File: config.mk
export PLATFORM = sky130hd
export DESIGN_NAME = fetch_unit
export DESIGN_NICKNAME = d
export VERILOG_FILES = /design/src/rtl/riscv_pkg.sv /design/src/rtl/fetch_fifo.sv /design/src/rtl/fetch_unit.sv
export SDC_FILE = /design/constraint.sdc
export NUM_CORES = 1
export LEC_CHECK = 0
export CORE_ASPECT_RATIO = 1.1
export CORE_MARGIN = 4
export CORE_UTILIZATION = 40
export CTS_CLUSTER_DIAMETER = 50
export DETAILED_ROUTE_END_ITERATION = 16
export MAX_ROUTING_LAYER = met4
export SLEW_MARGIN = 40
export SYNTH_ARGS = -nofsm -noshare
export SYNTH_HDL_FRONTEND = slang
export SYNTH_SLANG_ARGS = --single-unit
File: constraint.sdc
create_clock -name clk -period 9.4 [get_ports clk]
set_input_delay 1.88 -clock clk [delete_from_list [all_inputs] [get_ports clk]]
set_output_delay 1.88 -clock clk [all_outputs]
set_load 0.05 [all_outputs]
File: src/rtl/riscv_pkg.sv
// riscv_pkg: shared types and constants for the fetch front end.
//   fetch_state_e    - fetch sequencer states (RUN / FLUSH)
//   RESET_PC_DEFAULT - default first fetch address after reset
//   INSTR_NOP        - canonical NOP encoding (addi x0, x0, 0)
//   word_align()     - clears the byte-offset bits of an address
package riscv_pkg;

    typedef enum logic {
        RUN   = 1'b0,
        FLUSH = 1'b1
    } fetch_state_e;

    localparam logic [31:0] RESET_PC_DEFAULT = 32'h0000_0000;
    localparam logic [31:0] INSTR_NOP        = 32'h0000_0013;

    function automatic logic [31:0] word_align(input logic [31:0] addr);
        return {addr[31:2], 2'b00};
    endfunction

endpackage

File: src/rtl/fetch_fifo.sv
// fetch_fifo: synchronous FIFO with a show-ahead head and a flush input.
//   clk, rst   - clock, asynchronous active-high reset
//   flush      - empties the FIFO; a push or pop in the same cycle is ignored
//   push       - write push_data (caller guarantees no overflow)
//   push_data  - WIDTH-bit write data
//   pop        - remove the head entry (ignored when empty)
//   head_data  - current head entry (valid when count != 0)
//   count      - number of stored entries, 0..DEPTH
module fetch_fifo #(
    parameter int WIDTH = 32,
    parameter int DEPTH = 2
) (
    input  logic                     clk,
    input  logic                     rst,
    input  logic                     flush,
    input  logic                     push,
    input  logic [WIDTH-1:0]         push_data,
    input  logic                     pop,
    output logic [WIDTH-1:0]         head_data,
    output logic [$clog2(DEPTH):0]   count
);

    localparam int AW = $clog2(DEPTH);

    logic [WIDTH-1:0] mem [DEPTH];
    logic [AW-1:0]    wr_ptr_reg;
    logic [AW-1:0]    rd_ptr_reg;
    logic [AW:0]      count_reg;
    logic             push_en;
    logic             pop_en;

    assign push_en = push && !flush;
    assign pop_en  = pop && !flush && (count_reg != '0);

    always_ff @(posedge clk or posedge rst) begin
        if (rst) begin
            wr_ptr_reg <= '0;
            rd_ptr_reg <= '0;
            count_reg  <= '0;
        end else if (flush) begin
            wr_ptr_reg <= '0;
            rd_ptr_reg <= '0;
            count_reg  <= '0;
        end else begin
            if (push_en) begin
                wr_ptr_reg <= wr_ptr_reg + 1'b1;
            end
            if (pop_en) begin
                rd_ptr_reg <= rd_ptr_reg + 1'b1;
            end
            count_reg <= count_reg + (AW+1)'(push_en) - (AW+1)'(pop_en);
        end
    end

    // Storage carries no reset; entries are only observed when count says so.
    // On a full FIFO with simultaneous push and pop, the write lands in the
    // slot being read, which still presents its old value this cycle.
    always_ff @(posedge clk) begin
        if (push_en) begin
            mem[wr_ptr_reg] <= push_data;
        end
    end

    assign head_data = mem[rd_ptr_reg];
    assign count     = count_reg;

endmodule

File: src/rtl/fetch_unit.sv
// fetch_unit: instruction fetch stage. Owns the PC, issues in-order requests
// to instruction memory, buffers returned words, and hands them to decode.
//   clk, rst                         - clock, asynchronous active-high reset
//   imem_req_valid/ready/addr        - request channel (word-aligned address)
//   imem_rsp_valid/data              - in-order response channel, no backpressure
//   redirect_valid/pc                - control-flow redirect (flushes, restarts)
//   if_valid/ready                   - decode handshake
//   if_instr/if_pc/if_pc_plus4       - head instruction, its address, address+4
module fetch_unit
    import riscv_pkg::*;
#(
    parameter logic [31:0] RESET_PC = RESET_PC_DEFAULT,
    parameter int          DEPTH    = 2
) (
    input  logic        clk,
    input  logic        rst,
    output logic        imem_req_valid,
    input  logic        imem_req_ready,
    output logic [31:0] imem_req_addr,
    input  logic        imem_rsp_valid,
    input  logic [31:0] imem_rsp_data,
    input  logic        redirect_valid,
    input  logic [31:0] redirect_pc,
    output logic        if_valid,
    input  logic        if_ready,
    output logic [31:0] if_instr,
    output logic [31:0] if_pc,
    output logic [31:0] if_pc_plus4
);

    localparam int CW = $clog2(DEPTH) + 1;

    fetch_state_e    state_reg, state_next;
    logic [31:0]     fetch_pc_reg, fetch_pc_next;
    logic [CW-1:0]   outstanding_reg, outstanding_next;

    logic [CW-1:0]   fifo_count;
    logic [CW-1:0]   tag_count;
    logic [63:0]     fifo_head;
    logic [31:0]     tag_head;
    logic [CW:0]     in_flight;

    logic            req_fire;
    logic            rsp_take;
    logic            data_push;
    logic            if_pop;

    assign if_pop = if_valid && if_ready;

    // Slots already claimed downstream. A pop in this cycle frees a slot
    // before any response to a new request can arrive (latency >= 1), so it
    // is credited here; that is what allows one instruction per cycle.
    assign in_flight = {1'b0, outstanding_reg} + {1'b0, fifo_count}
                     - (CW+1)'(if_pop);

    assign imem_req_valid = !rst && (state_reg == RUN)
                         && (in_flight < (CW+1)'(DEPTH));
    assign imem_req_addr  = fetch_pc_reg;
    assign req_fire       = imem_req_valid && imem_req_ready;

    // A response with nothing outstanding has no matching request; ignore it.
    assign rsp_take  = imem_rsp_valid && (outstanding_reg != '0);
    // In FLUSH every response is stale. On a redirect the FIFO flush drops it.
    assign data_push = rsp_take && (state_reg == RUN) && (tag_count != '0);

    assign outstanding_next = outstanding_reg + CW'(req_fire) - CW'(rsp_take);

    always_comb begin
        state_next    = state_reg;
        fetch_pc_next = fetch_pc_reg;
        if (redirect_valid) begin
            fetch_pc_next = word_align(redirect_pc);
            state_next    = (outstanding_next != '0) ? FLUSH : RUN;
        end else begin
            case (state_reg)
                RUN: begin
                    if (req_fire) begin
                        fetch_pc_next = fetch_pc_reg + 32'd4;
                    end
                end
                FLUSH: begin
                    if (outstanding_next == '0) begin
                        state_next = RUN;
                    end
                end
                default: state_next = RUN;
            endcase
        end
    end

    always_ff @(posedge clk or posedge rst) begin
        if (rst) begin
            state_reg       <= RUN;
            fetch_pc_reg    <= RESET_PC;
            outstanding_reg <= '0;
        end else begin
            state_reg       <= state_next;
            fetch_pc_reg    <= fetch_pc_next;
            outstanding_reg <= outstanding_next;
        end
    end

    // PC of every accepted request, matched in order with its response.
    fetch_fifo #(
        .WIDTH (32),
        .DEPTH (DEPTH)
    ) u_tag_queue (
        .clk       (clk),
        .rst       (rst),
        .flush     (redirect_valid),
        .push      (req_fire),
        .push_data (fetch_pc_reg),
        .pop       (data_push),
        .head_data (tag_head),
        .count     (tag_count)
    );

    // {instr, pc} pairs waiting for decode.
    fetch_fifo #(
        .WIDTH (64),
        .DEPTH (DEPTH)
    ) u_instr_fifo (
        .clk       (clk),
        .rst       (rst),
        .flush     (redirect_valid),
        .push      (data_push),
        .push_data ({imem_rsp_data, tag_head}),
        .pop       (if_pop),
        .head_data (fifo_head),
        .count     (fifo_count)
    );

    // Outputs are zeroed when empty so decode never sees stale FIFO contents.
    assign if_valid    = (fifo_count != '0);
    assign if_instr    = if_valid ? fifo_head[63:32] : 32'h0;
    assign if_pc       = if_valid ? fifo_head[31:0]  : 32'h0;
    assign if_pc_plus4 = if_valid ? (fifo_head[31:0] + 32'd4) : 32'h0;

endmodule

# Yosys cells after proc, flatten, opt, wreduce, memory -nomap -nowiden
# Memory sizes are Yosys's and may differ from the RTL's.
# Cells that the tools add are included.
# Widths: inputs -> output; s select.
word_totals:
  regBits: 43
  ramBits: 192
  out_inout_bits: 130
  memories: 2
op_classes:
  n_addsub: 14
  n_lt_le_gt_ge: 1
  eq_ne: 1
  mux: 24
  bitwise_logic: 1
  reduce_logical: 25
memory_table:
  columns: ["name", "words", "width", "read_ports", "rd_clocked_by_memory_dff", "write_ports", "line", "text"]
  rows:
  - ["u_instr_fifo.mem", 2, 64, 1, 0, 1, "fetch_fifo.sv:25", "logic [WIDTH-1:0] mem [DEPTH];"]
  - ["u_tag_queue.mem", 2, 32, 1, 0, 1, "fetch_fifo.sv:25", null]
op_table:
  columns: ["cell", "count"]
  rows:
  - ["$mux 32", 6]
  - ["$add 32x3->32 const B", 2]
  - ["$reduce_bool 2->1", 9]
  - ["$mux 1", 16]
  - ["$logic_and 1x1->1", 12]
  - ["$add 2x1->2", 3]
  - ["$sub 2x1->2", 3]
  - ["$add 1x1->1 const B", 4]
  - ["$mux 2", 2]
  - ["$add 2x2->3", 1]
  - ["$lt 3x2->1 const B", 1]
  - ["$sub 3x1->3", 1]
  - ["$logic_not 1->1", 2]
  - ["$logic_not 2->1", 1]
  - ["$ne 2x2->1 const B", 1]
  - ["$reduce_and 2->1", 1]
  - ["$not 1->1", 1]

# Longest topological paths before layout
# Gate-level depths: netlist of the first run.
depth:
  word_depth: 12
  mapped_depth: 16
  depth_no_buf: 16

# Cells and area by module
# Synthesis of the first run repeated with hierarchy kept, for this count alone.
hier_totals:
  cells_unflattened: 773
  hier_area_um2: 10617.7
modules_own_cells:
  columns: ["module", "n_inst", "cells_each", "area_each_um2"]
  rows:
  - ["fetch_fifo at u_instr_fifo", 1, 221, 4852.2]
  - ["fetch_unit", 1, 430, 3201.8]
  - ["fetch_fifo at u_tag_queue", 1, 122, 2563.7]

# Worst setup path before layout of the first run
# No wires, ideal clock.
synth_timing:
  kind: "input -> register"
  from: "input port if_ready"
  to: "memory u_tag_queue.mem[0][10] (enable)"
  setup_time_ps: 455
  arrival_time_ps: 6585
  required_time_ps: 8945
  setup_slack_ps: 2361
  stages: 9
  path_buffers: 0
  cell_sequence: "nand2_1 -> inv_1 -> ha_1 -> nand2b_1 -> fa_1 -> xnor2_1 -> nor4b_2 -> nand2_1 -> nor3_1"
synth_via:
  elab_chain_len: 8
synth_lines:
  columns: ["element", "line", "text"]
  rows:
  - ["from (decl)", "fetch_unit.sv:25", "input logic if_ready,"]
  - ["$logic_and 1x1->1", "fetch_unit.sv:48", "assign if_pop = if_valid && if_ready;"]
  - ["$sub 3x1->3", "fetch_unit.sv:54", "- (CW+1)'(if_pop);"]
  - ["$lt 3x2->1", "fetch_unit.sv:57", "&& (in_flight < (CW+1)'(DEPTH));"]
  - ["$logic_and 1x1->1", "fetch_unit.sv:57", null]
  - ["named net imem_req_valid", "fetch_unit.sv:17", "output logic imem_req_valid,"]
  - ["$logic_and 1x1->1", "fetch_unit.sv:59", "assign req_fire = imem_req_valid && imem_req_ready;"]
  - ["$logic_and 1x1->1", "fetch_fifo.sv:32", "assign push_en = push && !flush;"]
  - ["$mux 1", "fetch_fifo.sv:59", "if (push_en) begin"]
  - ["$mux 1 (implied by the code)", "fetch_fifo.sv:60", "mem[wr_ptr_reg] <= push_data;"]
  - ["to (decl)", "fetch_fifo.sv:25", null]
# The timed path passes the listed nets, and every way through them passes these cells.

# Final worst setup path of the first run
layout_timing:
  from: "input port if_ready"
  to: "output port imem_req_valid"
layout_via:
  elab_chain_len: 4
layout_lines:
  columns: ["element", "line"]
  rows:
  - ["$logic_and 1x1->1", "fetch_unit.sv:48"]
  - ["$sub 3x1->3", "fetch_unit.sv:54"]
  - ["$lt 3x2->1", "fetch_unit.sv:57"]
  - ["$logic_and 1x1->1", "fetch_unit.sv:57"]
  - ["to (decl)", "fetch_unit.sv:17"]
# Every way passes these cells.

==> results of run 1 <==
==> critical path, stage by stage <==
cell and delay (ns):
clkdlybuf4s50_1 0.48, nand2_1 0.12, inv_1 0.10, ha_1 0.22, nand2b_1 0.15, fa_1 0.38, xnor2_1 0.25, nor4b_2 0.33
clkdlybuf4s50_1 0.87
==> metrics by stage <==
step	power (mW)	instance area [um2]	util (%)	instances	hold WS [ns]
after floorplan	1.33	10300	-	776	0.518
after global placement	1.42	12500	49.4	1284	0.523
after detailed placement	1.42	12500	49.5	1284	0.534
after CTS	2.43	13400	52.9	1330	0.557
after global routing	2.49	13400	52.9	1330	0.570
final	2.40	13400	52.9	1330	0.552
==> Yosys cell counts (7+ instances only) <==
| cell | count | area share, % |
|---|---|---|
| buf_4 | 9 | 0.66 |
| nor2b_1 | 10 | 0.61 |
| and3_1 | 7 | 0.43 |
| o21ai_0 | 26 | 1.3 |
| edfxtp_1 | 184 | 54 |
| nand2_1 | 67 | 2.5 |
| ha_1 | 10 | 1.2 |
| nand4_1 | 20 | 1.2 |
| nor3_1 | 9 | 0.44 |
| dfrtp_1 | 41 | 10 |
| xor2_1 | 29 | 2.5 |
| xnor2_1 | 22 | 1.9 |
| nor2_1 | 84 | 3.1 |
| o21ai_1 | 16 | 0.78 |
| o31ai_1 | 8 | 0.59 |
| clkbuf_1 | 16 | 0.59 |
| inv_1 | 13 | 0.48 |
| mux2i_1 | 58 | 5.7 |
| mux2_2 | 34 | 3.7 |
| nand3_1 | 26 | 1.3 |
==> metal layers <==
metal / vias up / track usage [%] / share of wire (%)
met1: 3187 / 21.6 / 46
met2: 164 / 25.7 / 47
met3: 28 / 2.49 / 4.8
li1: 3218 / - / -
met4: 0 / 3.66 / 1.5
met5: - / - / 0
==> logic make-up after synthesis <==
group                      share of synthesized area, %
AOI/OAI and AO/OA                                  4.98
buffers and inverters                              2.60
and+or+nand+nor                                    13.1
muxes                                              9.52
DFF                                                64.0
adders and majority gates                          1.42
other                                            0.0366
xor gates and xnor gates                           4.36
==> power by group through the flow <==
stage,logic (mW),clock network [mW],registers (mW)
after floorplan,0.125,0,1.20
after global placement,0.251,0,1.17
after detailed placement,0.253,0,1.17
after CTS,0.257,1.03,1.15
after global routing,0.273,1.07,1.15
final,0.254,1.00,1.15
==> worst paths after layout <==
kind | cells after the start | to | start | slack (ns)
min reg2reg | 0 | u_tag_queue.mem[0][8]$_DFFE_PP_ | imem_req_addr[8]$_DFFE_PP0P_ | 0.55
max reg2reg | 13 | u_tag_queue.mem[1][26]$_DFFE_PP_ | u_instr_fifo.count[1]$_DFF_PP0_ | 4.69
min in group asynchronous | 3 | imem_req_addr[4]$_DFFE_PP0P_ | rst | 1.89
min | 0 | u_tag_queue.mem[0][8]$_DFFE_PP_ | imem_req_addr[8]$_DFFE_PP0P_ | 0.55
max | 9 | imem_req_valid | if_ready | 2.74
max in group asynchronous | 3 | u_instr_fifo.rd_ptr_reg$_DFFE_PP0P_ | rst | 7.08
==> final cells by class <==
| type | instances | area (um2) |
|---|---|---|
| Inverter | 13 | 48.8 |
| Multi-Input combinational cell | 498 | 3460 |
| Clock inverter | 13 | 151 |
| Clock buffer | 33 | 718 |
| Sequential cell | 225 | 6560 |
| Timing Repair Buffer | 202 | 2000 |
| Fill cell | 2222 | 11900 |
| Tap cell | 346 | 433 |
==> reports/qor.yml, run 1 <==
antenna_cells: 0
cts_resized: 0
grt_pass1_wl_mm: 35.5
drtAntennaViolNets: 0
max-slew-margin-rel_pct: 45.6
finalSetupViolations: 0
numCtsBuffers: 25
drive_gt1_share_pct: 11.0
fp.dieArea_mm2: 0.0282
drtIter0Drc: 289
wirelength_mm: 22.6
cts_sinks: 225
clock_latency_ns: 0.51
hold_violations: 0
synth_ff_type: "edfxtp_1"
synth_cell_types: 56
area_delta_synth_final_pct: 30.6
largest_reg_flops: 124
powerDensity_mw_per_mm2: 180
die_w_um: 161
clk_path_buf_depth: 3
die_y_um: 176
layout_commonest_cell: "clkdlybuf4s50_1"
fin_skew_ns: 0.0106
p_seq_share_pct: 47.8
p_int_mw: 1.84
cts_setup_buffers: 0
synth_edf_count: 184
hold_buffers: 0
ys_ff_latch: 225
hpwl_mm: 15.3
gp_congestion: 0.771
peakVddDrop_v: 0.000153
p_clk_share_pct: 41.6
h-tree-depth: 1
fin_ws_ns: 2.74
cts_tree: "built"
syn_area_per_cell_um2: 13.3
netSwitchingFraction_pct: 23.6
grt_max_degree: 84
run_status: "complete, no violations"
fin_crit_sh_pct: 70.8
vias: 6597
rows: 61
dr.pass1.iters: 4
postSynthCellCount: 771
core_area_mm2: 0.0253
globalRoute.totalOverflow: 0
place.port_buffers: 191
p_leak_nw: 4.46
cts_root_buf: "clkbuf_16"
antenna_found_initial: 0
critPathArrivalTime_ns: 4.78
path_clk_slew_ns: 0.06
rsz0062_at_grt: "no"
power.combinational.fraction_pct: 10.6
yosys_warnings: 0
crit_required_ns: 7.52
maxCapViolCount: 0
drc: 0
worst_setup_path_end_kind: "primary output"
critPathLaunchType: "input port"
start_util_pct: 40.5
fmax_mhz: 150
final_cell_mix: "190 x clkdlybuf4s50_1, 184 x edfxtp_1, 83 x nor2_1"
maxSlewViolCount: 0
min_period_ns: 6.66
grt_pass1_vias: 6566
largest-register: "u_instr_fifo.mem"
synth-async-reset-ratio_pct: 18.2
seq_area_frac_synth_pct: 64.0
grt_usage_pct: 16.0
wl_per_cell_um: 17.0
tns_ns: 0
worst_pin_slew_ns: 0.811
post-place-ws_ns: 2.73
finalNetCount: 1046
netlist_area_mm2: 0.0102
path_max_fanout: 5
crit_type: "in2out"
hp-class: "reg2reg"
io_pins: 200
vias_per_cell: 4.96
switchingPower_mw: 0.568
(Power assumes the default switching activity.)
==> run 2, diff against run 1 <==
PLACE_DENSITY = 0.67   (was unset)
clock period = 5.9 ns   (was 9.4 ns; I/O delays follow)
==> run 2 against run 1 <==
Worst hold slack improved by 0.011 ns; register-to-register slack worse by 2.8 ns; sequential cell count unchanged; total power rose by 59%; sequential share of layout area shrank 0.23 points; critical path depth unchanged; via count decreased by 0.26%; first-iteration DRC count grew 5.5%; utilization increased by 0.25 points; critical endpoint unchanged; largest cell class unchanged; largest power group unchanged; highest routed layer unchanged.
==> reports/qor.yml, run 2 (synthesis results as in run 1) <==
largest-register: "u_instr_fifo.mem"
wl_per_cell_um: 16.7  # -1.7%
vias_per_cell: 4.93  # -0.71%
die_y_um: 176  # unchanged
rows: 61  # unchanged
antenna_cells: 0  # unchanged
fin_crit_sh_pct: 90.4
max-slew-margin-rel_pct: 48.7  # +3.1 points
min_period_ns: 5.33
drtIter0Drc: 305  # +5.5%
drive_gt1_share_pct: 11.5  # +0.54 points
wirelength_mm: 22.3  # -1.3%
gp_congestion: 0.813  # +5.4%
cts_sinks: 225  # unchanged
run_status: "complete, no violations"
die_w_um: 161  # unchanged
grt_pass1_wl_mm: 35.3  # -0.37%
worst_setup_path_end_kind: "primary output"
tns_ns: 0  # unchanged
fin_ws_ns: 0.569  # -2.17 ns
hold_buffers: 0  # unchanged
globalRoute.totalOverflow: 0  # unchanged
cts_resized: 0  # unchanged
cts_setup_buffers: 0  # unchanged
finalNetCount: 1051  # +0.48%
critPathLaunchType: "input port"
post-place-ws_ns: 0.557  # -2.18 ns
maxSlewViolCount: 0  # unchanged
dr.pass1.iters: 4  # unchanged
layout_commonest_cell: "clkdlybuf4s50_1"
grt_usage_pct: 15.9  # -0.056 points
numCtsBuffers: 26  # +4.0%
grt_max_degree: 83  # -1.2%
final_cells: 1336  # +0.45%
core_area_mm2: 0.0253  # unchanged
antenna_found_initial: 0  # unchanged
rsz0062_at_grt: "no"
final_cell_mix: "190 x clkdlybuf4s50_1, 184 x edfxtp_1, 83 x nor2_1"
dpl.cell_count: 1287  # +0.23%
peakVddDrop_v: 0.000192  # +25%
crit_required_ns: 4.72  # -2.80 ns
cts_root_buf: "clkbuf_16"
critPathArrivalTime_ns: 4.15  # -0.63 ns
clk_path_buf_depth: 3  # unchanged
worst_pin_slew_ns: 0.765  # -0.0461 ns
path_clk_slew_ns: 0.06  # about the same
drc: 0  # unchanged
hpwl_mm: 15.6  # +2.0%
drtAntennaViolNets: 0  # unchanged
area_delta_synth_final_pct: 31.3
powerDensity_mw_per_mm2: 284  # +58%
clock_latency_ns: 0.51  # about the same
p_leak_nw: 4.51  # +1.1%
maxCapViolCount: 0  # unchanged
start_util_pct: 40.5  # unchanged
hold_violations: 0  # unchanged
grt_pass1_vias: 6655  # +1.4%
finalSetupViolations: 0  # unchanged
largest_reg_flops: 124  # unchanged
fin_skew_ns: 0.0147  # +0.00403 ns
fmax_mhz: 188
h-tree-depth: 1  # unchanged
crit_type: "in2out"
cts_tree: "built"
whs_ns: 0.563  # +0.0112 ns
place.port_buffers: 191  # unchanged
path_max_fanout: 5  # unchanged
hp-class: "reg2reg"
vias: 6580  # -0.26%
io_pins: 200  # unchanged
fp.dieArea_mm2: 0.0282  # unchanged
[run 2: layer usage]
metal | wire length [um] | GRT usage [%]
met5 | 0 | -
met4 | 487 | 4.41
met3 | 1160 | 2.46
met2 | 10500 | 25.4
met1 | 10100 | 21.4
[run 2: critical path: stages]
cell and delay (ns):
clkdlybuf4s50_1 0.49, nand2_1 0.13, inv_1 0.11, ha_1 0.22, nand2b_1 0.15, fa_1 0.38, xnor2_1 0.25, nor4b_2 0.38
clkdlybuf4s50_1 0.87
[run 2: path summary, 6_finish.rpt]
kind / from / to / slack, ns / cells past startpoint
max: if_ready / imem_req_valid / 0.57 / 9
min: u_tag_queue.mem[1][23]$_DFFE_PP_ / u_instr_fifo.mem[1][23]$_DFFE_PP_ / 0.56 / 1
max reg2reg: u_instr_fifo.count[1]$_DFF_PP0_ / state_reg$_DFF_PP0_ / 1.92 / 16
min reg2reg: u_tag_queue.mem[1][23]$_DFFE_PP_ / u_instr_fifo.mem[1][23]$_DFFE_PP_ / 0.56 / 1
max in group asynchronous: rst / u_instr_fifo.rd_ptr_reg$_DFFE_PP0P_ / 4.19 / 3
min in group asynchronous: rst / imem_req_addr[3]$_DFFE_PP0P_ / 0.96 / 2
[run 2: stage by stage]
stage	power, mW	cell area (um2)	util, %
2_1_floorplan	2.11	10300	-
3_3_place_gp	2.26	12500	49.5
3_5_place_dp	2.27	12500	49.6
4_1_cts	3.87	13400	53.1
5_1_grt	3.97	13400	53.2
6_report	3.82	13400	53.2
[run 2: final cells by class]
cell class | instances | area (um2)
Clock buffer | 36 | 761
Clock inverter | 12 | 126
Fill cell | 2142 | 11800
Inverter | 13 | 48.8
Multi-Input combinational cell | 498 | 3480
Sequential cell | 225 | 6560
Tap cell | 346 | 433
Timing Repair Buffer | 206 | 2030
[run 2: power by group]
| part | total (mW) | leakage, nW | internal [mW] | switching, mW |
|---|---|---|---|---|
| registers | 1.83 | 2.17 | 1.77 | 0.0593 |
| logic | 0.402 | 1.91 | 0.162 | 0.239 |
| clock network | 1.58 | 0.433 | 0.959 | 0.624 |
==> run 3, diff against run 2 <==
ABC_AREA = 1   (was unset)
PLACE_DENSITY = 0.71   (was 0.67)
==> run 3 against run 2 <==
Sequential share of layout area down 1.5 points; wire length up 15%; via count up 25%; sequential power up 3%; global-route usage up 1.5 points; clock skew down 0.0020 ns; clock-buffer cell count down 5; cell area up 3.2%; die area up 5.3%; combinational power up 35%; critical path depth up 1.
==> reports/qor.yml, run 3 <==
ys_ff_latch: 225  # unchanged
synth-async-reset-ratio_pct: 18.2  # unchanged
p_clk_share_pct: 38.6  # -2.9 points
drtIter0Drc: 528  # +73%
cts_sinks: 225  # unchanged
netSwitchingFraction_pct: 27.0  # +2.8 points
drc: 0  # unchanged
syn_area_per_cell_um2: 9.39  # -29%
clock_latency_ns: 0.52  # about the same
hold_buffers: 0  # unchanged
whs_ns: 0.493  # -0.0708 ns
synth_cell_types: 41  # -27%
critPathLaunchType: "input port"
fp.dieArea_mm2: 0.0297  # +5.3%
cts_resized: 0  # unchanged
grt_max_degree: 75  # -9.6%
finalNetCount: 1420  # +35%
run_status: "complete, no violations"
max-slew-margin-rel_pct: 45.2  # -3.5 points
r2r_slack_ns: 2.13  # +0.21 ns
die_w_um: 165  # +2.6%
netlist_area_mm2: 0.0108  # +5.6%
hold_violations: 0  # unchanged
path_max_fanout: 3  # -2
critPathArrivalTime_ns: 3.87  # -0.28 ns
post-place-ws_ns: 0.873  # +0.316 ns
cts_root_buf: "clkbuf_16"
vias_per_cell: 4.81  # -2.3%
start_util_pct: 41.0  # +0.45 points
dr.pass1.iters: 5  # +1
powerDensity_mw_per_mm2: 285  # +0.48%
antenna_cells: 0  # unchanged
h-tree-depth: 1  # unchanged
area_delta_synth_final_pct: 28.3
seq_area_frac_synth_pct: 60.6  # -3.4 points
fin_ws_ns: 0.853  # +0.284 ns
io_pins: 200  # unchanged
drive_gt1_share_pct: 7.66  # -3.9 points
largest_reg_flops: 124  # unchanged
final_cells: 1710  # +28%
globalRoute.totalOverflow: 0  # unchanged
path_clk_slew_ns: 0.06  # about the same
p_leak_nw: 5.50  # +22%
postSynthCellCount: 1150  # +49%
hp-class: "reg2reg"
worstReg2RegStart: "u_instr_fifo.count[1]$_DFF_PP0_"
largest-register: "u_instr_fifo.mem"
rows: 62  # +1.6%
finalSetupViolations: 0  # unchanged
ys_top_cells_by_count: "402 x nand2_1, 184 x edfxtp_1, 110 x nor2_1"
vias: 8225  # +25%
wirelength_mm: 25.7  # +15%
synth_ff_type: "edfxtp_1"
power_mw: 3.95  # +3.6%
peakVddDrop_v: 0.000199  # +4.0%
final_cell_mix: "402 x nand2_1, 191 x clkdlybuf4s50_1, 184 x edfxtp_1"
synth_top_cell_by_area: "edfxtp_1"
layout_commonest_cell: "nand2_1"
crit_type: "in2out"
rsz0062_at_grt: "no"
synth_area_leaders: "edfxtp_1 51%, nand2_1 14%, dfrtp_1 9.5%, nor2_1 3.8%, inv_1 3.8%"
critPathCapture: "imem_req_valid"
stdcell_area_mm2: 0.0139  # +3.2%
maxSlewViolCount: 0  # unchanged
fin_skew_ns: 0.0127  # -0.00199 ns
reg2regPathDepth: 14  # -2
die_y_um: 180  # +2.6%
antenna_found_initial: 0  # unchanged
maxCapViolCount: 0  # unchanged
grt_pass1_vias: 8023  # +21%
power.combinational.fraction_pct: 13.7  # +3.2 points
p_seq_share_pct: 47.7  # -0.3 points
clk_path_buf_depth: 3  # unchanged
dpl.cell_count: 1663  # +29%
grt_pass1_wl_mm: 41.0  # +16%
synth_edf_count: 184  # unchanged
place.port_buffers: 191  # unchanged
gp_congestion: 0.856  # +5.3%
yosys_warnings: 0  # unchanged
fmax_mhz: 198  # +5.6%
crit_required_ns: 4.72  # about the same
p_int_mw: 2.89  # -0.23%
hpwl_mm: 17.7  # +14%
worst_setup_path_end_kind: "primary output"
core_area_mm2: 0.0264  # +4.4%
tns_ns: 0  # unchanged
numCtsBuffers: 26  # unchanged
min_period_ns: 5.05  # -0.284 ns
worst_pin_slew_ns: 0.821  # +0.0561 ns
cts_tree: "built"
fin_util_pct: 52.5  # -0.63 points
synthMostInstantiatedCell: "nand2_1"
wl_per_cell_um: 15.0  # -9.9%
placed_area_mm2: 0.0130  # +4.0%
switchingPower_mw: 1.07  # +16%
fillers: 2356  # +10%
startpoint: "if_ready"
rr_endpoint: "u_tag_queue.mem[1][23]$_DFFE_PP_"
grt_usage_pct: 17.4  # +1.5 points
cts_setup_buffers: 0  # unchanged
synth_top_area_share_pct: 51.1  # -2.8 points
fin_crit_sh_pct: 85.5  # -4.8 points
drtAntennaViolNets: 0  # unchanged
run 3: kinds of logic (layout without fill, tap and decap cells):
family          count (synthesis)  in the layout  share of synthesized area [%]
compound gates                112            112                           5.77
fa+ha+maj                      11             11                           1.34
other cells                     1              6                         0.0347
flops                         225            225                           60.6
simple gates                  615            615                           23.6
xor+xnor                       27             27                           2.19
buf+inv                       159            362                           6.46
run 3: power by group through the flow:
stage	clock network (mW)	logic [mW]	registers (mW)
finish	1.53	0.543	1.89
global route	1.63	0.591	1.89
CTS	1.56	0.546	1.89
detailed placement	0	0.542	1.92
global placement	0	0.533	1.91
floorplan	0	0.254	1.99
run 3: cell type report:
| class | count | area (um2) | share of cell area (%) |
|---|---|---|---|
| sequential | 225 | 6550 | 47.3 |
| multi-input combinational | 771 | 3600 | 26.0 |
| timing repair buffer | 203 | 2010 | 14.5 |
| clock buffer | 31 | 691 | 4.98 |
| tap | 352 | 440 | 3.18 |
| inverter | 112 | 428 | 3.09 |
| clock inverter | 16 | 138 | 0.993 |
run 3: worst min path at each step:
stage	startpoint	end	slack (ns)	cells after the start
global placement	state_reg$_DFF_PP0_	state_reg$_DFF_PP0_	0.48	2
floorplan	state_reg$_DFF_PP0_	state_reg$_DFF_PP0_	0.46	2
finish	state_reg$_DFF_PP0_	state_reg$_DFF_PP0_	0.49	2
global route	state_reg$_DFF_PP0_	state_reg$_DFF_PP0_	0.51	2
CTS	state_reg$_DFF_PP0_	state_reg$_DFF_PP0_	0.49	2
detailed placement	state_reg$_DFF_PP0_	state_reg$_DFF_PP0_	0.48	2
run 3: critical path, cell delays in order:
cell	delay, ns
clkdlybuf4s50_1	0.46
inv_1	0.06
nor2_1	0.17
ha_1	0.26
inv_1	0.05
nand2_1	0.06
fa_1	0.48
nand3_1	0.09
nor2_1	0.22
clkdlybuf4s50_1	0.85
run 3: routing by layer:
metal | up-vias | part of all wire [%] | GRT usage, %
met5 | - | 0 | -
met4 | 0 | 2.3 | 5.42
met3 | 39 | 7.1 | 2.93
met2 | 273 | 47 | 27.8
met1 | 3799 | 43 | 22.7
li1 | 4114 | - | -
